## src/rtl/nvme_pkg.sv

```systemverilog
// Shared NVMe host-buffer definitions: address map, AXI encodings and the
// completion-queue entry layout.
package nvme_pkg;

    localparam int unsigned OUTSTANDING    = 1;
    localparam logic [31:0] WRITE_BUF_BASE = 32'h0000_0000;
    localparam logic [31:0] READ_BUF_BASE  = 32'h0001_0000;
    localparam logic [31:0] SQ_BASE        = 32'h0002_0000;
    localparam logic [31:0] CQ_BASE        = 32'h0002_0400;

    localparam logic [2:0]  BEAT_SIZE  = 3'd4;
    localparam int unsigned PHASE_BYTE = 14;

    typedef enum logic [1:0] {
        BurstFixed = 2'b00,
        BurstIncr  = 2'b01,
        BurstWrap  = 2'b10
    } axi_burst_e;

    typedef enum logic [1:0] {
        RespOkay   = 2'b00,
        RespExokay = 2'b01,
        RespSlverr = 2'b10,
        RespDecerr = 2'b11
    } axi_resp_e;

    typedef struct packed {
        logic [14:0] status;
        logic        phase;
        logic [15:0] cid;
        logic [15:0] sqid;
        logic [15:0] sqhd;
        logic [31:0] dw1;
        logic [31:0] dw0;
    } cq_entry_t;

endpackage

```

## src/rtl/nvme_cq_regfile.sv

```systemverilog
// CQ entry storage: byte-enabled write port and a registered read port that
// returns the pre-write contents when both hit the same entry in one cycle.
module nvme_cq_regfile #(
    parameter int unsigned DEPTH      = 16,
    parameter int unsigned DATA_WIDTH = 128,
    parameter int unsigned IDXW       = $clog2(DEPTH)
) (
    input  logic                      clk_i,
    input  logic                      rst_i,
    input  logic                      we_i,
    input  logic [IDXW-1:0]           waddr_i,
    input  logic [DATA_WIDTH-1:0]     wdata_i,
    input  logic [DATA_WIDTH/8-1:0]   wstrb_i,
    input  logic                      re_i,
    input  logic [IDXW-1:0]           raddr_i,
    output logic [DATA_WIDTH-1:0]     rdata_o
);
    import nvme_pkg::*;

    logic [DATA_WIDTH-1:0] mem_q [DEPTH];
    logic [DATA_WIDTH-1:0] rdata_q;

    always_ff @(posedge clk_i or posedge rst_i) begin
        if (rst_i) begin
            for (int i = 0; i < int'(DEPTH); i++) begin
                mem_q[i] <= '0;
            end
            rdata_q <= '0;
        end else begin
            if (re_i) begin
                rdata_q <= mem_q[raddr_i];
            end
            if (we_i) begin
                for (int b = 0; b < int'(DATA_WIDTH / 8); b++) begin
                    if (wstrb_i[b]) begin
                        mem_q[waddr_i][8*b +: 8] <= wdata_i[8*b +: 8];
                    end
                end
            end
        end
    end

    assign rdata_o = rdata_q;

endmodule

```

## src/rtl/nvme_cq_ring.sv

```systemverilog
// Host-side NVMe completion queue: AXI write slave for CQ entries plus a
// single-beat polling read port. NVME_CQ_RING_IRQ_EN enables the cq_irq pulse.
module nvme_cq_ring #(
    parameter int unsigned ID_WIDTH      = 4,
    parameter int unsigned ADDR_WIDTH    = 32,
    parameter int unsigned DATA_WIDTH    = 128,
    parameter logic [31:0] CQ_BASE       = 32'h0002_0400,
    parameter int unsigned DEPTH         = 16,
    parameter int unsigned CQ_ADDR_WIDTH = 8
) (
    input  logic                       clk,
    input  logic                       rst,
    input  logic [ID_WIDTH-1:0]        ns_awid,
    input  logic [ADDR_WIDTH-1:0]      ns_awaddr,
    input  logic [7:0]                 ns_awlen,
    input  logic [2:0]                 ns_awsize,
    input  logic [1:0]                 ns_awburst,
    input  logic                       ns_awvalid,
    output logic                       ns_awready,
    input  logic [DATA_WIDTH-1:0]      ns_wdata,
    input  logic [DATA_WIDTH/8-1:0]    ns_wstrb,
    input  logic                       ns_wlast,
    input  logic                       ns_wvalid,
    output logic                       ns_wready,
    output logic [ID_WIDTH-1:0]        ns_bid,
    output logic [1:0]                 ns_bresp,
    output logic                       ns_bvalid,
    input  logic                       ns_bready,
    input  logic [CQ_ADDR_WIDTH-1:0]   cq_araddr,
    input  logic [7:0]                 cq_arlen,
    input  logic [2:0]                 cq_arsize,
    input  logic [1:0]                 cq_arburst,
    input  logic                       cq_arvalid,
    output logic                       cq_arready,
    output logic [DATA_WIDTH-1:0]      cq_rdata,
    output logic [1:0]                 cq_rresp,
    output logic                       cq_rlast,
    output logic                       cq_rvalid,
    input  logic                       cq_rready,
    output logic                       cq_irq
);
    import nvme_pkg::*;

    localparam int unsigned IDXW = $clog2(DEPTH);
    localparam logic [ADDR_WIDTH-1:0] WIN_LO = ADDR_WIDTH'(CQ_BASE);
    localparam logic [ADDR_WIDTH-1:0] WIN_HI = WIN_LO + ADDR_WIDTH'(DEPTH * 16);

    typedef enum logic [1:0] {WIdle, WData, WResp} wstate_e;
    typedef enum logic {RIdle, RValid} rstate_e;

    wstate_e                 wstate_q;
    logic [ID_WIDTH-1:0]     awid_q, bid_q;
    logic [ADDR_WIDTH-1:0]   addr_q, wr_off;
    logic [7:0]              len_q, cnt_q;
    logic                    past_q, err_q;
    logic                    awready_q, wready_q, bvalid_q;
    logic [1:0]              bresp_q;
    logic                    aw_fire, w_fire, in_win, exp_last, beat_err, wr_en;
    logic [IDXW-1:0]         wr_idx, rd_idx;

    rstate_e                 rstate_q;
    logic                    rerr_q, rvalid, ar_fire;
    logic [DATA_WIDTH-1:0]   rd_data;
    logic                    unused_arburst;

    always_comb begin
        aw_fire  = ns_awvalid & awready_q;
        w_fire   = ns_wvalid & wready_q;
        in_win   = (addr_q >= WIN_LO) && (addr_q < WIN_HI);
        exp_last = (cnt_q == len_q) && !past_q;
        beat_err = !in_win || (ns_wlast != exp_last);
        // past_q marks beats beyond awlen that keep arriving until wlast
        wr_en    = w_fire && in_win && !past_q;
        wr_off   = addr_q - WIN_LO;
        wr_idx   = IDXW'(wr_off >> 4);
    end

    always_ff @(posedge clk or posedge rst) begin
        if (rst) begin
            wstate_q  <= WIdle;
            awid_q    <= '0;
            addr_q    <= '0;
            len_q     <= '0;
            cnt_q     <= '0;
            past_q    <= 1'b0;
            err_q     <= 1'b0;
            awready_q <= 1'b1;
            wready_q  <= 1'b0;
            bvalid_q  <= 1'b0;
            bresp_q   <= RespOkay;
            bid_q     <= '0;
        end else begin
            unique case (wstate_q)
                WIdle: begin
                    if (aw_fire) begin
                        awid_q    <= ns_awid;
                        addr_q    <= ns_awaddr;
                        len_q     <= ns_awlen;
                        cnt_q     <= '0;
                        past_q    <= 1'b0;
                        err_q     <= (ns_awsize != BEAT_SIZE) || (ns_awburst != BurstIncr);
                        awready_q <= 1'b0;
                        wready_q  <= 1'b1;
                        wstate_q  <= WData;
                    end
                end
                WData: begin
                    if (w_fire) begin
                        addr_q <= addr_q + ADDR_WIDTH'(16);
                        if (cnt_q == len_q) begin
                            past_q <= 1'b1;
                        end else begin
                            cnt_q <= cnt_q + 8'd1;
                        end
                        if (beat_err) begin
                            err_q <= 1'b1;
                        end
                        if (ns_wlast) begin
                            wready_q <= 1'b0;
                            bvalid_q <= 1'b1;
                            bresp_q  <= (err_q || beat_err) ? RespSlverr : RespOkay;
                            bid_q    <= awid_q;
                            wstate_q <= WResp;
                        end
                    end
                end
                WResp: begin
                    if (ns_bready) begin
                        bvalid_q  <= 1'b0;
                        awready_q <= 1'b1;
                        wstate_q  <= WIdle;
                    end
                end
                default: wstate_q <= WIdle;
            endcase
        end
    end

    assign ns_awready = awready_q;
    assign ns_wready  = wready_q;
    assign ns_bvalid  = bvalid_q;
    assign ns_bresp   = bresp_q;
    assign ns_bid     = bid_q;

    assign rvalid     = (rstate_q == RValid);
    assign cq_arready = ~rvalid | cq_rready;
    assign ar_fire    = cq_arvalid & cq_arready;
    assign rd_idx     = IDXW'(cq_araddr >> 4);

    always_ff @(posedge clk or posedge rst) begin
        if (rst) begin
            rstate_q <= RIdle;
            rerr_q   <= 1'b0;
        end else if (ar_fire) begin
            rstate_q <= RValid;
            rerr_q   <= (cq_arlen != 8'd0) || (cq_arsize != BEAT_SIZE);
        end else if (cq_rready) begin
            rstate_q <= RIdle;
        end
    end

    assign cq_rvalid = rvalid;
    assign cq_rlast  = rvalid;
    assign cq_rresp  = rerr_q ? RespSlverr : RespOkay;
    assign cq_rdata  = rerr_q ? '0 : rd_data;

    assign unused_arburst = ^cq_arburst;

    nvme_cq_regfile #(
        .DEPTH      (DEPTH),
        .DATA_WIDTH (DATA_WIDTH),
        .IDXW       (IDXW)
    ) u_regfile (
        .clk_i   (clk),
        .rst_i   (rst),
        .we_i    (wr_en),
        .waddr_i (wr_idx),
        .wdata_i (ns_wdata),
        .wstrb_i (ns_wstrb),
        .re_i    (ar_fire),
        .raddr_i (rd_idx),
        .rdata_o (rd_data)
    );

`ifdef NVME_CQ_RING_IRQ_EN
    logic phase_wr_q, irq_q;

    always_ff @(posedge clk or posedge rst) begin
        if (rst) begin
            phase_wr_q <= 1'b0;
            irq_q      <= 1'b0;
        end else begin
            if (aw_fire) begin
                phase_wr_q <= 1'b0;
            end else if (wr_en && ns_wstrb[PHASE_BYTE]) begin
                phase_wr_q <= 1'b1;
            end
            irq_q <= bvalid_q && ns_bready && (bresp_q == RespOkay) && phase_wr_q;
        end
    end

    assign cq_irq = irq_q;
`else
    assign cq_irq = 1'b0;
`endif

endmodule

```

## config.mk

```make
export PLATFORM = sky130hd
export DESIGN_NAME = nvme_cq_ring
export DESIGN_NICKNAME = d
export VERILOG_FILES = /design/src/rtl/nvme_pkg.sv /design/src/rtl/nvme_cq_regfile.sv /design/src/rtl/nvme_cq_ring.sv
export SDC_FILE = /design/constraint.sdc
export NUM_CORES = 2
export LEC_CHECK = 0
export ABC_AREA = 1
export BUFFER_PORTS_ARGS = -buffer_cell sky130_fd_sc_hd__buf_2
export CAP_MARGIN = 10
export CORE_AREA = 2 2 307 612
export CTS_CLUSTER_SIZE = 30
export DETAILED_ROUTE_END_ITERATION = 10
export DIE_AREA = 0 0 309 614
export PLACE_DENSITY = 0.74
export SYNTH_ARGS = -nofsm -noshare
export SYNTH_HDL_FRONTEND = slang
export SYNTH_SLANG_ARGS = --single-unit
```

## constraint.sdc

```tcl
create_clock -name clk -period 78.7 [get_ports clk]
set_input_delay 15.74 -clock clk [delete_from_list [all_inputs] [get_ports clk]]
set_output_delay 15.74 -clock clk [all_outputs]
set_load 0.005 [all_outputs]
```

==> impl_results.md <==
* Status: finished, final reports clean
* CP endpoint: cq_arready
* Vias at 83,900
* CTS Sinks at 2,238
* Post-synth ARST share at 1.00
* H-Tree Depth at 4
* Die Y at 614 um
* Flop pwr share at 0.481
* Vias in the first global route at 78,800
* Crit. End Element: primary output
* R2R Path Start: addr_q[30]$_DFFE_PP0P_
* GRT overflow at 0
* Post-synth top area share at 0.554
* Leak at slightly above 50 nW
* Hpwl dp at 161 mm
* Capture point of the worst reg-to-reg path: u_regfile.mem_q[1577]$_DFFE_PP0P_
* Placer Congestion at 0.820
* Antenna Nets Post-Route at 0
* Die area at between 0.15 and 0.2 mm2
* Mapped cell area at 0.101 mm2
* Power share of the combinational group at 0.111
* Clock Path Buffers at 4
* Cell with the most instances after synthesis: nand2_1
* DRC Markers at 0
* Final hold vios at 0
* Reg clk slew, reported paths at 0.07 ns
* Total power at 2.47 mW
* CTS tree: built
* Core Area at 0.186 mm2
* CTS Hold Bufs at 0
* Crit path launch: cq_rready
* EDFF count, synth at 0
* Syn Area/Cell at between 8 and 9 um2
* Floorplan row count at 224
* R2R Setup Slk at 75.27 ns
* Period minus WS final at 32.29 ns
* Layout cells sized above 1 at 0.0834
* Final #Nets at 11,900
* Net switching power at 670 uW
* CTS Buf Count at 199
* Reg2reg path depth at 10
* Post-cts gate resize count at 0
* Setup CP Type: input port to primary output
* Clk_skew at 0.0432 ns
* Global Route Usage Sum at 0.294
* DR pass1 iterations at 7
* Largest net degree at the start of global routing at between 200 and 250
* Count of cell types in the netlist at 41
* CP startpoint kind: input port
* Synth area leader: dfrtp_1
* Final period utilization at 0.410
* Max-slew headroom at 0.220
* Synth cell count leaders: nand2_1, o21ai_0, dfrtp_1
* Max Cap Viol at 0
* Die width at 309 um
* Initial antenna violation count at 3
* RSZ-0062 raised after global routing: false
* DR iter-0 viols at 9,078
* First-pass GRT wire length at 445 mm
* Initial core utilization at 0.545
* Synth Warn # at 0
* Layout area overhead at 7.93%
* Setup Fix Bufs, Post-CTS at 0
* Drt via density at 5.87
* Pwr/cell area at between 20 and 25 mW/mm2
* Worst Hold Class: register to register
* Net Sw Frac at 0.271
* Synth Instances at 11,900
* Drt total wl at roughly 280 mm
* Synth Flop Type: dfrtp_1
* Internal at 1.80 mW
* Clk root buf: clkbuf_16
* Post-DR wirelength/cell at 19.5 um
* Worst Path Required at 62.96 ns
* Seq/Total Area, Yosys at 0.554
* IO buf count at roughly 350
* Max FO, Critical Path at 3
* #FFs+latches synth at approximately 2,200
* Worst-margin pin slew at ~1.2 ns
* Top post-synthesis cells by area: dfrtp_1, o21ai_0, nand2_1, nor2_1, o21ai_1
* Clock latency on the worst-skew pair at 0.88 ns
* Max Fclk at 31.0 MHz
* CP arrival at around 17 ns
* Post-route setup TNS at 0 ns
* Power share of the clock group at 0.408
* Final number of setup-violating endpoints at 0
* Final slew viol count at 0
* I/O Pins at 365
* Maximum VDD drop at slightly below 0.02 mV
-- critical path, cell delays in order --
cell and delay, ns:
buf_2 0.09, inv_1 0.04, nand2_1 0.38, buf_2 0.29
-- kinds of logic (layout without fill, tap and decap cells) --
| family | after synthesis | after routing | synth area share |
|---|---|---|---|
| xor gates and xnor gates | 16 | 16 | 0.00139 |
| AOI/OAI and AO/OA | 3861 | 3861 | 0.203 |
| buffers and inverters | 1268 | 1152 | 0.0580 |
| adders and majority gates | 5 | 5 | 0.000619 |
| and+or+nand+nor | 4548 | 4548 | 0.183 |
| other | 1 | 5 | 0.0000371 |
| DFF | 2238 | 2238 | 0.554 |
-- area by class of cell --
cell class | instances | area (um2)
Inverter | 363 | 1400
Fill cell | 16600 | 76400
Tap cell | 2486 | 3110
Multi-Input combinational cell | 8433 | 39400
Timing Repair Buffer | 438 | 2580
Clock buffer | 279 | 5810
Clock inverter | 72 | 837
Antenna cell | 2 | 5.00
Sequential cell | 2238 | 56000
-- state kept, by name (all words and copies together) (netlist names), 2 cells and up --
name / flops
u_regfile.mem_q: 2048
u_regfile.rdata_o: 128
addr_q: 28
cnt_q: 8
len_q: 8
awid_q: 4
ns_bid: 4
wstate_q: 2
-- power by group through the flow --
stage               combinational (mW)  sequential, mW  clock (mW)
floorplan                        0.167            1.21           0
global placement                 0.268            1.21           0
detailed placement               0.270            1.21           0
CTS                              0.272            1.19        1.02
global route                     0.299            1.19        1.07
finish                           0.275            1.19        1.01
-- metal layers --
metal	global-route usage	vias up	routed length (um)
li1	-	39300	-
met1	0.421	40700	121000
met2	0.454	3388	126000
met3	0.0472	541	22500
met4	0.107	6	9840
met5	0	-	43
-- how the worst min path moves through the flow --
stage / slack, ns / depth (start not counted) / to / from
final: 0.46 / 2 / ns_bid[0]$_DFFE_PP0P_ / awid_q[0]$_DFFE_PP0P_
after CTS: 0.47 / 2 / ns_bid[0]$_DFFE_PP0P_ / awid_q[0]$_DFFE_PP0P_
after global routing: 0.49 / 2 / ns_bid[0]$_DFFE_PP0P_ / awid_q[0]$_DFFE_PP0P_
after floorplan: 0.44 / 2 / awid_q[0]$_DFFE_PP0P_ / awid_q[0]$_DFFE_PP0P_
after detailed placement: 0.46 / 2 / ns_bid[0]$_DFFE_PP0P_ / ns_bid[0]$_DFFE_PP0P_
after global placement: 0.45 / 2 / ns_bid[0]$_DFFE_PP0P_ / ns_bid[0]$_DFFE_PP0P_
-- placed cells by master, fill, tap and decap left out, drive strengths merged, types with 16 or more instances in the layout --
| cell type | instances |
|---|---|
| a21oi | 57 |
| dfrtp | 2237 |
| o221ai | 65 |
| nor2 | 1255 |
| buf | 438 |
| nand2 | 2928 |
| inv | 363 |
| o21ai | 3268 |
| bufinv | 17 |
| nand3 | 336 |
| o22ai | 437 |
| a22oi | 16 |
| clkbuf | 279 |
| clkinv | 48 |
-- stage by stage --
step / utilization / setup WS, ns / cell area [um2] / hold slack (ns) / instances
after global placement: 0.552 / 46.44 / 102000 / 0.451 / 14000
final: 0.588 / 46.41 / 109000 / 0.464 / 14300
after detailed placement: 0.552 / 46.46 / 102000 / 0.457 / 14000
after CTS: 0.588 / 46.46 / 109000 / 0.471 / 14300
after global routing: 0.588 / 46.43 / 109000 / 0.493 / 14300
after floorplan: - / 31.87 / 101000 / 0.442 / 11900
Note: power is estimated with default switching activity, not from simulation.
